File: config.mk
export PLATFORM = sky130hd
export DESIGN_NAME = alu_seq_unit
export DESIGN_NICKNAME = d
export VERILOG_FILES = /design/src/rtl/alu_pkg.sv /design/src/rtl/alu_muldiv_iter.sv /design/src/rtl/alu_seq_unit.sv
export SDC_FILE = /design/constraint.sdc
export NUM_CORES = 1
export LEC_CHECK = 0
export CORE_MARGIN = 2
export CORE_UTILIZATION = 50
export CTS_CLUSTER_SIZE = 12
export DETAILED_ROUTE_END_ITERATION = 10
export PLACE_DENSITY = 0.8
export SYNTH_ARGS = -nofsm -noshare
export SYNTH_HDL_FRONTEND = slang
export SYNTH_HIERARCHICAL = 1
export SYNTH_SLANG_ARGS = --single-unit
File: constraint.sdc
create_clock -name clk -period 2.9 [get_ports clk]
set_input_delay 0.58 -clock clk [delete_from_list [all_inputs] [get_ports clk]]
set_output_delay 0.58 -clock clk [all_outputs]
set_load 0.01 [all_outputs]
File: src/rtl/alu_pkg.sv
// Shared types and constants for the sequential 4-bit ALU responder and its
// iterative multiply/divide datapath.
package alu_pkg;

    localparam int WIDTH = 4;

    localparam logic [1:0] OP_LOGIC = 2'd0;
    localparam logic [1:0] OP_ARITH = 2'd1;
    localparam logic [1:0] OP_SHIFT = 2'd2;

    localparam logic [1:0] F_AND  = 2'd0;
    localparam logic [1:0] F_OR   = 2'd1;
    localparam logic [1:0] F_NAND = 2'd2;
    localparam logic [1:0] F_XOR  = 2'd3;
    localparam logic [1:0] F_ADD  = 2'd0;
    localparam logic [1:0] F_MUL  = 2'd1;
    localparam logic [1:0] F_DIV  = 2'd2;

    localparam logic [WIDTH-1:0] DIV0_QUOTIENT = {WIDTH{1'b1}};

    typedef enum logic [1:0] {
        ST_IDLE = 2'd0,
        ST_CALC = 2'd1,
        ST_RESP = 2'd2
    } state_e;

    typedef enum logic {
        MD_MUL = 1'b0,
        MD_DIV = 1'b1
    } md_mode_e;

    typedef struct packed {
        logic [WIDTH-1:0] y;
        logic [WIDTH-1:0] y_hi;
        logic             carry;
        logic             err;
    } rsp_t;

    // Logical shift with zero fill; dir=1 shifts right.
    function automatic logic [WIDTH-1:0] shift_op(input logic [WIDTH-1:0] a,
                                                  input logic [1:0]       amt,
                                                  input logic             dir);
        logic [WIDTH-1:0] r;
        if (dir) begin
            r = a >> amt;
        end else begin
            r = a << amt;
        end
        return r;
    endfunction

endpackage

File: src/rtl/alu_muldiv_iter.sv
// Shared iterative datapath: WIDTH-step shift-add multiply or restoring divide.
// hi/lo present the accumulator after the current step, valid when done=1.
module alu_muldiv_iter
    import alu_pkg::*;
(
    input  logic             clk,
    input  logic             rst,
    input  logic             start,
    input  md_mode_e         mode,
    input  logic [WIDTH-1:0] a,
    input  logic [WIDTH-1:0] b,
    output logic             done,
    output logic [WIDTH-1:0] hi,
    output logic [WIDTH-1:0] lo
);

    localparam int CW = $clog2(WIDTH);

    logic [2*WIDTH-1:0] acc_q, acc_d, step_s;
    logic [WIDTH-1:0]   opb_q, opb_d;
    logic [CW-1:0]      cnt_q, cnt_d;
    logic               busy_q, busy_d;
    md_mode_e           mode_q, mode_d;
    logic [WIDTH:0]     sum_s, rem_s, diff_s;

    // One step: multiply adds b into the high half when the LSB is set then
    // shifts right; divide shifts left and subtracts b when it fits.
    always_comb begin
        sum_s  = '0;
        rem_s  = '0;
        diff_s = '0;
        step_s = acc_q;
        if (mode_q == MD_MUL) begin
            sum_s  = {1'b0, acc_q[2*WIDTH-1:WIDTH]} + (acc_q[0] ? {1'b0, opb_q} : {(WIDTH+1){1'b0}});
            step_s = {sum_s, acc_q[WIDTH-1:1]};
        end else begin
            rem_s  = {acc_q[2*WIDTH-1:WIDTH], acc_q[WIDTH-1]};
            diff_s = rem_s - {1'b0, opb_q};
            if (diff_s[WIDTH]) begin
                step_s = {rem_s[WIDTH-1:0], acc_q[WIDTH-2:0], 1'b0};
            end else begin
                step_s = {diff_s[WIDTH-1:0], acc_q[WIDTH-2:0], 1'b1};
            end
        end
    end

    // Load on start, otherwise advance one step per cycle while busy.
    always_comb begin
        acc_d  = acc_q;
        opb_d  = opb_q;
        cnt_d  = cnt_q;
        busy_d = busy_q;
        mode_d = mode_q;
        if (start) begin
            acc_d  = {{WIDTH{1'b0}}, a};
            opb_d  = b;
            mode_d = mode;
            cnt_d  = CW'(WIDTH - 1);
            busy_d = 1'b1;
        end else if (busy_q) begin
            acc_d  = step_s;
            cnt_d  = cnt_q - CW'(1);
            busy_d = (cnt_q != '0);
        end else begin
            busy_d = 1'b0;
        end
    end

    // Datapath state registers.
    always_ff @(posedge clk) begin
        if (rst) begin
            acc_q  <= '0;
            opb_q  <= '0;
            cnt_q  <= '0;
            busy_q <= 1'b0;
            mode_q <= MD_MUL;
        end else begin
            acc_q  <= acc_d;
            opb_q  <= opb_d;
            cnt_q  <= cnt_d;
            busy_q <= busy_d;
            mode_q <= mode_d;
        end
    end

    assign done = busy_q && (cnt_q == '0);
    assign hi   = step_s[2*WIDTH-1:WIDTH];
    assign lo   = step_s[WIDTH-1:0];

endmodule

File: src/rtl/alu_seq_unit.sv
// Sequential ALU responder: request/response handshakes around single-cycle
// logic/add/shift operators and the shared iterative multiply/divide.
module alu_seq_unit
    import alu_pkg::*;
(
    input  logic             clk,
    input  logic             rst,
    input  logic             req_valid,
    output logic             req_ready,
    input  logic [1:0]       req_opcode,
    input  logic [1:0]       req_func,
    input  logic [WIDTH-1:0] req_a,
    input  logic [WIDTH-1:0] req_b,
    input  logic             req_carry_in,
    input  logic [1:0]       req_shift_amt,
    output logic             rsp_valid,
    input  logic             rsp_ready,
    output logic [WIDTH-1:0] rsp_y,
    output logic [WIDTH-1:0] rsp_y_hi,
    output logic             rsp_carry,
    output logic             rsp_err
);

    state_e           state_q, state_d;
    logic             req_ready_q, req_ready_d;
    logic             rsp_valid_q, rsp_valid_d;
    rsp_t             rsp_q, rsp_d;
    rsp_t             single_s;
    logic [WIDTH:0]   add_s;
    logic             iter_op_s;
    logic             start_s;
    md_mode_e         md_mode_s;
    logic             md_done_s;
    logic [WIDTH-1:0] md_hi_s, md_lo_s;

    // Results of every operation that completes at the accept edge.
    always_comb begin
        single_s = '0;
        add_s    = {1'b0, req_a} + {1'b0, req_b} + {{WIDTH{1'b0}}, req_carry_in};
        case (req_opcode)
            OP_LOGIC: begin
                case (req_func)
                    F_AND:   single_s.y = req_a & req_b;
                    F_OR:    single_s.y = req_a | req_b;
                    F_NAND:  single_s.y = ~(req_a & req_b);
                    F_XOR:   single_s.y = req_a ^ req_b;
                    default: single_s.y = '0;
                endcase
            end
            OP_ARITH: begin
                case (req_func)
                    F_ADD: begin
                        single_s.y     = add_s[WIDTH-1:0];
                        single_s.carry = add_s[WIDTH];
                    end
                    F_MUL: single_s = '0;
                    F_DIV: begin
                        if (req_b == '0) begin
                            single_s.y    = DIV0_QUOTIENT;
                            single_s.y_hi = req_a;
                            single_s.err  = 1'b1;
                        end else begin
                            single_s = '0;
                        end
                    end
                    default: single_s.err = 1'b1;
                endcase
            end
            OP_SHIFT: single_s.y   = shift_op(req_a, req_shift_amt, req_func[0]);
            default:  single_s.err = 1'b1;
        endcase
    end

    assign iter_op_s = (req_opcode == OP_ARITH) &&
                       ((req_func == F_MUL) || ((req_func == F_DIV) && (req_b != '0)));
    assign md_mode_s = (req_func == F_DIV) ? MD_DIV : MD_MUL;

    // Control FSM next state and response register updates.
    always_comb begin
        state_d     = state_q;
        req_ready_d = req_ready_q;
        rsp_valid_d = rsp_valid_q;
        rsp_d       = rsp_q;
        start_s     = 1'b0;
        case (state_q)
            ST_IDLE: begin
                if (req_valid && req_ready_q) begin
                    req_ready_d = 1'b0;
                    if (iter_op_s) begin
                        start_s = 1'b1;
                        state_d = ST_CALC;
                    end else begin
                        rsp_d       = single_s;
                        rsp_valid_d = 1'b1;
                        state_d     = ST_RESP;
                    end
                end else begin
                    req_ready_d = 1'b1;
                end
            end
            ST_CALC: begin
                if (md_done_s) begin
                    rsp_d       = '{y: md_lo_s, y_hi: md_hi_s, carry: 1'b0, err: 1'b0};
                    rsp_valid_d = 1'b1;
                    state_d     = ST_RESP;
                end else begin
                    state_d = ST_CALC;
                end
            end
            ST_RESP: begin
                if (rsp_ready) begin
                    rsp_valid_d = 1'b0;
                    req_ready_d = 1'b1;
                    state_d     = ST_IDLE;
                end else begin
                    state_d = ST_RESP;
                end
            end
            default: begin
                state_d     = ST_IDLE;
                req_ready_d = 1'b1;
                rsp_valid_d = 1'b0;
            end
        endcase
    end

    // Control and response registers.
    always_ff @(posedge clk) begin
        if (rst) begin
            state_q     <= ST_IDLE;
            req_ready_q <= 1'b1;
            rsp_valid_q <= 1'b0;
            rsp_q       <= '0;
        end else begin
            state_q     <= state_d;
            req_ready_q <= req_ready_d;
            rsp_valid_q <= rsp_valid_d;
            rsp_q       <= rsp_d;
        end
    end

    alu_muldiv_iter u_muldiv (
        .clk   (clk),
        .rst   (rst),
        .start (start_s),
        .mode  (md_mode_s),
        .a     (req_a),
        .b     (req_b),
        .done  (md_done_s),
        .hi    (md_hi_s),
        .lo    (md_lo_s)
    );

    assign req_ready = req_ready_q;
    assign rsp_valid = rsp_valid_q;
    assign rsp_y     = rsp_q.y;
    assign rsp_y_hi  = rsp_q.y_hi;
    assign rsp_carry = rsp_q.carry;
    assign rsp_err   = rsp_q.err;

endmodule

After elaboration in Yosys (flattened, before gate mapping)
Index checks and enable logic that the tools add are counted.
- add/sub/neg operators: 5
- mux-type cells: 41
- bitwise gates (word level): 5
- reductions and logical operators: 20
- shifts and indexed selects: 2
- equality and inequality tests: 11
- operators with widths (cell ; count):
    10-bit 2-to-1 mux ; 3
    8-bit 2-to-1 mux ; 3
    4-bit 2-to-1 mux ; 5
    10-bit case mux with 2 select lines ; 1
    4-bit case mux with 4 select lines ; 1
    1-bit 2-to-1 mux ; 14
    2-bit 2-to-1 mux ; 6
    4-bit case mux with 3 select lines ; 1
    4-bit by 4-bit adder with 5-bit output ; 2
    2-bit == test (second input constant) ; 4
    2-bit logical NOT ; 4
    2-bit inequality test (second input constant) ; 4
    4-bit case mux with 2 select lines ; 1
    4-bit AND reduction ; 2
    2-bit by 1-bit == test with 1-bit output (second input constant) ; 3
    1-bit case mux with 3 select lines ; 2
    2-bit case mux with 3 select lines ; 1
    2-bit nonzero test ; 3
    2-bit OR reduction ; 3
    5-bit by 1-bit adder with 5-bit output ; 1
    5-bit 2-to-1 mux ; 1
    5-bit by 4-bit subtractor with 5-bit output ; 1
    4-bit bitwise AND ; 1
    1-bit logical AND ; 4
    other kinds (12) ; 13
- output and inout bits: 12
- bits in registers: 30
- logic and storage cells: 97
- input bits: 19

Depth between registers and ports, before layout
Gate-level depths: netlist of the first run.
- word-level depth: 8
- gate-level depth with buffers: 11
- depth with buffers taken out: 11

Cells and area by module
The synthesis of the first run kept the hierarchy.
- by module, submodules not included (module ; seq. area each (um2) ; cells each ; times used ; area each (um2)):
    alu_seq_unit ; 280.3 ; 170 ; 1 ; 1330.0
    alu_muldiv_iter ; 320.3 ; 138 ; 1 ; 1113.6

Worst setup path after synthesis of the first run
No wires, ideal clock.
- kind: input port to flip-flop
- from: in req_b[1]
- to: reg u_muldiv.acc_q[6]
- stages on the path: 8
- data required time: 2.826 ns
- slack: 0.525 ns
- library setup time: 0.074 ns
- arrival time: 2.301 ns
- cell sequence: or4_4 a21o_1 nand2_1 nor2_1 clkbuf_1 or2_2 o41a_1 o21ai_0
- longest elaborated chain between the ends: 8
- RTL lines (what ; RTL line ; source):
    start: declaration ; alu_seq_unit.sv:13 ; input logic [WIDTH-1:0] req_b,
    4-bit nonzero test ; alu_seq_unit.sv:75 ; ((req_func == F_MUL) || ((req_func == F_DIV) && (req_b != '0)));
    1-bit logical AND ; alu_seq_unit.sv:75 ;
    1-bit logical OR ; alu_seq_unit.sv:75 ;
    1-bit logical AND ; alu_seq_unit.sv:74 ; assign iter_op_s = (req_opcode == OP_ARITH) &&
    1-bit 2-to-1 mux ; alu_seq_unit.sv:89 ; if (iter_op_s) begin
    1-bit 2-to-1 mux ; alu_seq_unit.sv:87 ; if (req_valid && req_ready_q) begin
    1-bit 2-to-1 mux ; alu_seq_unit.sv:85 ; case (state_q)
    via start_s ; alu_seq_unit.sv:31 ; logic start_s;
    2-bit OR reduction (no line) ; - ;
    end signal: assignment ; alu_muldiv_iter.sv:72 ; acc_q <= '0;
    end signal: assignment ; alu_muldiv_iter.sv:78 ; acc_q <= acc_d;
    end: declaration ; alu_muldiv_iter.sv:19 ; logic [2*WIDTH-1:0] acc_q, acc_d, step_s;
The timed path passes the listed nets, and every way through them passes these cells.
A chain may end at the register's enable or synchronous reset.

Final worst setup path of the first run
- from: reg u_muldiv.acc_q[3]
- to: reg rsp_q (netlist bit rsp_y_hi[2])
- longest elaborated chain between the ends: 5
- RTL lines (what ; RTL line ; source):
    5-bit by 4-bit subtractor with 5-bit output ; alu_muldiv_iter.sv:38 ; diff_s = rem_s - {1'b0, opb_q};
    8-bit 2-to-1 mux ; alu_muldiv_iter.sv:39 ; if (diff_s[WIDTH]) begin
    8-bit 2-to-1 mux ; alu_muldiv_iter.sv:33 ; if (mode_q == MD_MUL) begin
    via md_hi_s[2] ; alu_seq_unit.sv:34 ; logic [WIDTH-1:0] md_hi_s, md_lo_s;
    10-bit 2-to-1 mux ; alu_seq_unit.sv:102 ; if (md_done_s) begin
    10-bit case mux with 2 select lines ; alu_seq_unit.sv:85 ;
    end signal: assignment ; alu_seq_unit.sv:138 ; rsp_q <= rsp_d;
    end: declaration ; alu_seq_unit.sv:27 ; rsp_t rsp_q, rsp_d;
The timed path passes the listed nets, and every way through them passes these cells. The select of a mux whose other input is x is not followed.

==> results of run 1 <==
-- sequential cells by signal, summed over array words and instances (netlist names) --
| name | flops |
|---|---|
| u_muldiv/acc_q | 8 |
| rsp_valid | 1 |
| state_q | 2 |
| u_muldiv/opb_q | 4 |
| rsp_err | 1 |
| u_muldiv/cnt_q | 2 |
| u_muldiv/busy_q | 1 |
| rsp_carry | 1 |
| u_muldiv/mode_q | 1 |
| rsp_y | 4 |
| req_ready | 1 |
| rsp_y_hi | 4 |
-- routing by layer --
layer | global-route usage | part of all wire | vias up
met3 | 0.05761 | 0.061 | 20
met4 | 0.08283 | 0.023 | 0
li1 | - | - | 1145
met1 | 0.3189 | 0.43 | 1093
met5 | 0 | 0 | -
met2 | 0.3750 | 0.48 | 89
-- Yosys cell counts, types with 2 or more instances --
cell type | instances | area [µm²]
a211oi_1 | 6 | 45.04
xor2_1 | 9 | 78.83
or3_1 | 3 | 18.77
a21oi_2 | 2 | 17.52
nor3_1 | 13 | 65.06
o21a_1 | 3 | 22.52
xnor2_1 | 2 | 17.52
dfxtp_1 | 30 | 600.6
clkbuf_1 | 6 | 22.52
and2_1 | 5 | 31.28
mux2_2 | 5 | 56.30
o21ai_0 | 14 | 70.07
a21oi_1 | 20 | 100.1
nor2_1 | 34 | 127.6
nor2b_1 | 11 | 68.82
nand2_1 | 23 | 86.33
ha_1 | 17 | 212.7
a32oi_1 | 3 | 26.28
a21o_1 | 4 | 30.03
nand2b_1 | 8 | 50.05
fa_1 | 4 | 80.08
mux2i_1 | 12 | 120.1
inv_1 | 25 | 93.84
nand3_1 | 4 | 20.02
o22ai_1 | 4 | 25.02
buf_1 | 3 | 11.26
a21oi_4 | 2 | 32.53
a221oi_1 | 7 | 61.31
buf_2 | 5 | 25.02
-- cell families after synthesis --
family | after synthesis
and+or+nand+nor | 111
muxes | 18
adders and majority gates | 21
xor gates and xnor gates | 12
AOI/OAI and AO/OA | 74
buffers and inverters | 42
DFF | 30
-- worst max-delay path, cell delays in order, from the launching register on --
cell and delay (ns):
dfxtp_1 0.31, inv_1 0.10, ha_1 0.17, inv_1 0.05, fa_1 0.40, a21o_1 0.19, a21oi_2 0.17, xnor2_2 0.23
mux2i_1 0.31, mux2i_1 0.12, a221oi_1 0.34, nor3_1 0.09
-- final timing paths --
path | start | to
setup / recovery | u_muldiv/acc_q[3]$_SDFFE_PP0P_ | rsp_y_hi[2]$_SDFFE_PP0P_
hold / removal | rsp_carry$_SDFFE_PP0P_ | rsp_carry$_SDFFE_PP0P_
setup reg to reg | u_muldiv/acc_q[3]$_SDFFE_PP0P_ | rsp_y_hi[2]$_SDFFE_PP0P_
hold reg to reg | rsp_carry$_SDFFE_PP0P_ | rsp_carry$_SDFFE_PP0P_
-- layout by cell type, fill, tap and decap left out, drive strengths merged, types with 2 or more instances in the layout --
cell and n:
a211oi 6, a21o 4, a21oi 24, a221oi 7, a311oi 2, a32oi 3, and2 5, buf 13
clkbuf 6, clkdlybuf4s50 30, clkinv 2, dfxtp 30, fa 4, ha 17, inv 25, mux2 6
mux2i 12, nand2 23, nand2b 8, nand3 4, nor2 34, nor2b 11, nor3 13, o211ai 2
o21a 3, o21ai 15, o22ai 4, or3 3, xnor2 3, xor2 9
-- stage by stage --
stage,hold slack (ns),cells,area (µm²)
final,0.4652,410,2943
after global routing,0.4776,410,2943
after CTS,0.4649,410,2943
after detailed placement,0.4558,402,2848
after global placement,0.4432,402,2848
after floorplan,0.4746,308,2444
-- power groups by stage --
stage	combinational, mW	clock, mW	sequential, mW
floorplan	0.167	0	0.462
finish	0.283	0.355	0.451
global route	0.311	0.378	0.454
global placement	0.275	0	0.459
CTS	0.282	0.354	0.451
detailed placement	0.280	0	0.460
-- layout make-up --
cell class / instances / area share
multi-input cells: 236 / 0.5668
repair buffers: 43 / 0.1352
clock inverters: 2 / 0.004252
flip-flops and latches: 30 / 0.2041
inverters: 26 / 0.03316
well taps: 67 / 0.02849
clock buffers: 6 / 0.02806
==> summary.md, run 1 <==
| Metric | Value |
|---|---|
| Status | `finished, final reports clean` |
| Switching part of the total | `0.3013` |
| Cell Rows | `25` |
| Pint | `0.7612 mW` |
| CTS tree | `yes` |
| Overflow after GRT | `0` |
| PortBufs | `30` |
| Final HPWL DP | `4709 µm` |
| DR vias | `2347` |
| Largest family of logic cells by synthesized area | `simple AND/OR/NAND/NOR gates` |
| Core Area | `0.004723 mm²` |
| Sequential share of the synthesized area | `0.2458` |
| Vias in the first global route | `2117` |
| Xor and xnor area share after synthesis | `0.04608` |
| Drt first pass iters | `4` |
| Multiplexer area fraction after synthesis | `0.07834` |
| Fmax achieved | `0.3829 GHz` |
| Sw power | `about 0.33 mW` |
| Clock power frac | `0.326` |
| Post-Syn Area | `0.002444 mm²` |
| Critical Path AT | `2.78 ns` |
| Power share of the combinational group | `0.260` |
| Syn Inst Count | `308` |
| Startpoint Class | `flip-flop` |
| Slew Limit Fails | `0` |
| CTS sink cnt | `30` |
| Detail Route Antenna Nets | `0` |
| Compound-Gate Fraction of Synth Area | `0.2120` |
| Post-synthesis adder-cell area fraction | `0.1198` |
| CTS buffer count | `5` |
| Crit path required time | `3.06 ns` |
| Async set or reset register ratio after synthesis | `0` |
| First-pass GRT wire length | `~10000 µm` |
| Share of cells above drive strength 1 | `0.1079` |
| Syn Area/Cell | `7.934 µm²` |
| H-tree Lvls | `2` |
| Multi-input gate area | `0.001668 mm²` |
| Initial DRC Count | `190` |
| DRC Markers | `0` |
| Pwr dens | `370.2 mW/mm²` |
| Area delta synth->final | `20.43%` |
| Slew @ Worst Pin | `about 0.63 ns` |
| Yosys warns | `6` |
| EDFF count, synth | `0` |
| Sum Neg Setup Slack | `0 ns` |
| Pre-CTS setup slack | `0.1734 ns` |
| Die span in x | `73.91 µm` |
| Ant. Diodes | `0` |
| VDD IR max | `178.4 µV` |
| Worst-Skew Late Latency | `0.29 ns` |
| Die area | `0.005463 mm²` |
| Initial antenna violation count | `0` |
| CP endpoint kind | `flip-flop` |
| Routability cong. | `0.8481` |
| Die height | `73.91 µm` |
| Hold path depth | `2` |
| Maxcap violations | `0` |
| Total design power | `1.089 mW` |
| Clock skew | `a little under 0.007 ns` |
| Final hold viol count | `0` |
| Fin crit period | `approximately 2.6 ns` |
| Synth Net Count | `348` |
| Util after Layout | `0.6230` |
| Total wire length | `6136 µm` |
| Final period util | `0.9006` |
| Max transition margin | `0.5798` |
| Crit-path max FO | `7` |
| RSZ-0062 raised after global routing | `false` |
| Worst setup margin | `0.2883 ns` |
| Flops & latches, synth | `30` |
| R2r setup slk | `0.29 ns` |
| Fillcell total | `421` |
| Hold Crit Class | `reg2reg` |
| Post-CTS Hold Buffers | `0` |
| Vias/cell | `5.724` |
| CTS root buf | `clkbuf_8` |
| Post-Synth Simple-Gate Area | `0.2263` |
| Setup Viol. Count Final | `0` |
| Nets | `382` |
| Worst r2r path cells | `11` |
| Mean routed wirelength per cell | `14.97 µm` |
| Post-CTS setup buffer count | `0` |
| Worst-path clk slew | `about 0.070 ns` |
| # IOs | `31` |
| Top FF cell, synth | `dfxtp_1` |
| Leak Pwr | `1.168 nW` |
| Initial Util | `0.5174` |
| Setup CP Type | `reg2reg` |
| Post-CTS Resized | `0` |
| Reg area | `600.6 µm²` |
| GRT Util Overall | `0.2383` |
| Largest net degree at the start of global routing | `28` |
| Clk buf depth | `2` |
| Synth cell types | `53` |
| Flop pwr share | `0.414` |
Note: power is estimated with default switching activity, not from simulation.
==> run 2, diff against run 1 <==
--- a/config.mk
+++ b/config.mk
@@ -6,10 +6,11 @@
 export NUM_CORES = 1
 export LEC_CHECK = 0
 export CORE_MARGIN = 2
-export CORE_UTILIZATION = 50
+export CORE_UTILIZATION = 56
 export CTS_CLUSTER_SIZE = 12
 export DETAILED_ROUTE_END_ITERATION = 10
-export PLACE_DENSITY = 0.8
+export PLACE_DENSITY = 0.88
+export SLEW_MARGIN = 20
 export SYNTH_ARGS = -nofsm -noshare
 export SYNTH_HDL_FRONTEND = slang
 export SYNTH_HIERARCHICAL = 1
==> run 2 against run 1 <==
Effect of this change:
- the flow now finishes with violations (DRC)
- total power rose by 16%
- final cell count fell by 3.7%
- via count rose by 3.4%
- global-route usage rose by 2.8 points
- critical path type unchanged
- largest cell class unchanged
==> summary.md, run 2 (synthesis gave the netlist of run 1 again) <==
| Metric | Value |
|---|---|
| Worst r2r path cells | `11 (unchanged)` |
| Largest net degree at the start of global routing | `20 (was 28)` |
| # IOs | `31 (unchanged)` |
| Vias in the first global route | `2279 (was 2117)` |
| GR Util met3 | `0.03896 (was 0.05761)` |
| CTS root buf | `clkbuf_8 (unchanged)` |
| Setup CP Type | `reg2reg (unchanged)` |
| Pwr dens | `426.6 mW/mm² (was 370.2 mW/mm²)` |
| GR Util met2 | `0.4698 (was 0.3750)` |
| Fin crit period | `2.612 ns (about the same)` |
| Routability cong. | `0.8741 (was 0.8481)` |
| R2r setup slk | `0.29 ns (about the same)` |
| Final HPWL DP | `4644 µm (was 4709 µm)` |
| Initial Util | `0.5731 (was 0.5174)` |
| GRT Util Overall | `0.2661 (was 0.2383)` |
| Startpoint Class | `flip-flop (unchanged)` |
| Final hold viol count | `0 (unchanged)` |
| Total wire length | `6363 µm (was 6136 µm)` |
| Post-CTS Hold Buffers | `0 (unchanged)` |
| Cell Rows | `24 (was 25)` |
| Commonest non-fill, non-tap cell in the layout | `nor2_1 (unchanged)` |
| Die area | `0.004908 mm² (was 0.005463 mm²)` |
| Share of cells above drive strength 1 | `0.1079 (unchanged)` |
| Post-CTS Resized | `0 (unchanged)` |
| Clock skew | `0.01290 ns (was 0.006862 ns)` |
| PortBufs | `30 (unchanged)` |
| Sum Neg Setup Slack | `0 ns (unchanged)` |
| Overflow after GRT | `0 (unchanged)` |
| Vias/cell | `6.144 (was 5.724)` |
| H-tree Lvls | `2 (unchanged)` |
| CTS tree | `yes (unchanged)` |
| Critical Path AT | `2.77 ns (was 2.78 ns)` |
| VDD IR max | `232.0 µV (was 178.4 µV)` |
| Delay-heaviest family, CP | `compound AO/OA/AOI/OAI gates (unchanged)` |
| Ant. Diodes | `0 (unchanged)` |
| Fillcell total | `335 (was 421)` |
| Max reg flops | `8 (unchanged)` |
| Max transition margin | `0.5172 (was 0.5798)` |
| CP peak stage delay | `0.41 ns (was 0.40 ns)` |
| Leak Pwr | `1.190 nW (was 1.168 nW)` |
| Fmax achieved | `0.3829 GHz (about the same)` |
| Most crowded layer after global routing | `met2 (unchanged)` |
| Drt first pass iters | `8 (was 4)` |
| Most frequent cells in the layout | `nor2_1 (34), clkdlybuf4s50_1 (30), dfxtp_1 (30) (unchanged)` |
| Beginning of the worst register-to-register path | `u_muldiv/acc_q[3]$_SDFFE_PP0P_ (unchanged)` |
| DRC Markers | `1 (was 0)` |
| Reg area | `600.6 µm² (unchanged)` |
| RSZ-0062 raised after global routing | `false (unchanged)` |
| First-pass GRT wire length | `10520 µm (was 9901 µm)` |
| DR vias | `2427 (was 2347)` |
| Cell Chain, Critical Path | `inv_1, ha_1, inv_1, fa_1, a21o_1, a21oi_2, xnor2_2, mux2_2, o21ai_0, a221oi_1, nor3_1 (was inv_1, ha_1, inv_1, fa_1, a21o_1, a21oi_2, xnor2_2, mux2i_1, mux2i_1, a221oi_1, nor3_1)` |
| Maxcap violations | `0 (unchanged)` |
| Final period util | `0.9006 (about the same)` |
| Most common cell on crit path | `inv_1` |
| Initial DRC Count | `254 (was 190)` |
| Worst hold endpoint | `rsp_valid$_SDFFE_PP0P_ (was rsp_carry$_SDFFE_PP0P_)` |
| Clk buf depth | `2 (unchanged)` |
| Hold Crit Class | `reg2reg (unchanged)` |
| Worst-path clk slew | `0.07 ns (about the same)` |
| Crit path required time | `3.06 ns (about the same)` |
| Area delta synth->final | `21.61% (was 20.43%)` |
| Total design power | `1.268 mW (was 1.089 mW)` |
| Initial antenna violation count | `0 (unchanged)` |
| Worst Path Buf+Inv | `2 (unchanged)` |
| Biggest register | `u_muldiv/acc_q (unchanged)` |
| CTS buffer count | `5 (unchanged)` |
| CTS sink cnt | `30 (unchanged)` |
| CP endpoint kind | `flip-flop (unchanged)` |
| Slew Limit Fails | `0 (unchanged)` |
| Multi-input gate area | `0.001668 mm² (unchanged)` |
| Core Area | `0.004264 mm² (was 0.004723 mm²)` |
| Crit-path max FO | `7 (unchanged)` |
| Slew @ Worst Pin | `0.7227 ns (was 0.6294 ns)` |
| Grt met1 use | `0.3312 (was 0.3189)` |
| Critical-path top delay cell | `fa_1 (unchanged)` |
| Hold path depth | `2 (unchanged)` |
| Detail Route Antenna Nets | `0 (unchanged)` |
| Worst-Skew Late Latency | `0.29 ns (about the same)` |
| Post-CTS setup buffer count | `0 (unchanged)` |
| Failing checks | `DRC` |
| Nets | `382 (unchanged)` |
| Status | `complete, but fails checks (was finished, final reports clean)` |
| Die span in x | `70.06 µm (was 73.91 µm)` |
| FF-to-FF End | `rsp_y_hi[0]$_SDFFE_PP0P_ (was rsp_y_hi[2]$_SDFFE_PP0P_)` |
| Mean routed wirelength per cell | `16.11 µm (was 14.97 µm)` |
| Die height | `70.06 µm (was 73.91 µm)` |
| Setup Viol. Count Final | `0 (unchanged)` |
| Worst hold start | `rsp_valid$_SDFFE_PP0P_ (was rsp_carry$_SDFFE_PP0P_)` |
==> run 2: changes by cell type in the layout (fill, tap and decap cells not counted) <==
cell and delta:
clkinv_2 -1, bufinv_16 +2, clkinvlp_4 -1
==> run 2: area by class of cell <==
| cell class | instances | share of cell area |
|---|---|---|
| Sequential cell | 30 | 0.2021 |
| Clock buffer | 6 | 0.02779 |
| Multi-Input combinational cell | 236 | 0.5613 |
| Clock inverter | 2 | 0.02021 |
| Timing Repair Buffer | 43 | 0.1339 |
| Inverter | 26 | 0.03284 |
| Tap cell | 52 | 0.02189 |
==> run 2: worst min-delay path: cells and delay by family (launching register included) <==
family	cells	cell delay, ns
flops	1	0.31
simple gates	1	0.05
compound gates	1	0.05
==> run 2: how the worst max path moves through the flow <==
stage | from | end | cells after the start
after global routing | u_muldiv/acc_q[3]$_SDFFE_PP0P_ | rsp_y_hi[2]$_SDFFE_PP0P_ | 11
final | u_muldiv/acc_q[3]$_SDFFE_PP0P_ | rsp_y_hi[0]$_SDFFE_PP0P_ | 11
after detailed placement | req_b[0] | u_muldiv/acc_q[2]$_SDFFE_PP0P_ | 8
after CTS | u_muldiv/acc_q[3]$_SDFFE_PP0P_ | rsp_y_hi[2]$_SDFFE_PP0P_ | 11
after floorplan | req_b[1] | u_muldiv/acc_q[6]$_SDFFE_PP0P_ | 8
after global placement | req_b[0] | u_muldiv/acc_q[6]$_SDFFE_PP0P_ | 8
==> run 2: routing by layer <==
layer	wire length, µm	vias up
met5	0	-
met4	151	0
met3	478	26
met2	3189	118
met1	2543	1142
li1	-	1141
==> run 2: through the flow <==
stage	setup WS [ns]	instances	util	area, µm²	hold WS, ns
finish	0.2881	395	0.6969	2972	0.4540
CTS	0.3043	395	0.6969	2972	0.4573
floorplan	0.5251	308	-	2444	0.4746
global placement	0.2142	387	0.6634	2829	0.4432
detailed placement	0.1402	387	0.6634	2829	0.4481
global route	0.09919	395	0.6969	2972	0.4844
==> run 2: power breakdown <==
group | total, mW | internal (mW) | switching (mW)
Combinational | 0.286 | 0.138 | 0.148
Clock | 0.531 | 0.366 | 0.165
Sequential | 0.451 | 0.433 | 0.0173
Total | 1.27 | 0.938 | 0.330
==> run 3, diff against run 2 <==
--- a/config.mk
+++ b/config.mk
@@ -5,6 +5,7 @@
 export SDC_FILE = /design/constraint.sdc
 export NUM_CORES = 1
 export LEC_CHECK = 0
+export CAP_MARGIN = 10
 export CORE_MARGIN = 2
 export CORE_UTILIZATION = 56
 export CTS_CLUSTER_SIZE = 12
==> results of run 3 <==
Final layout, timing and power as in run 2 (identical DEF).
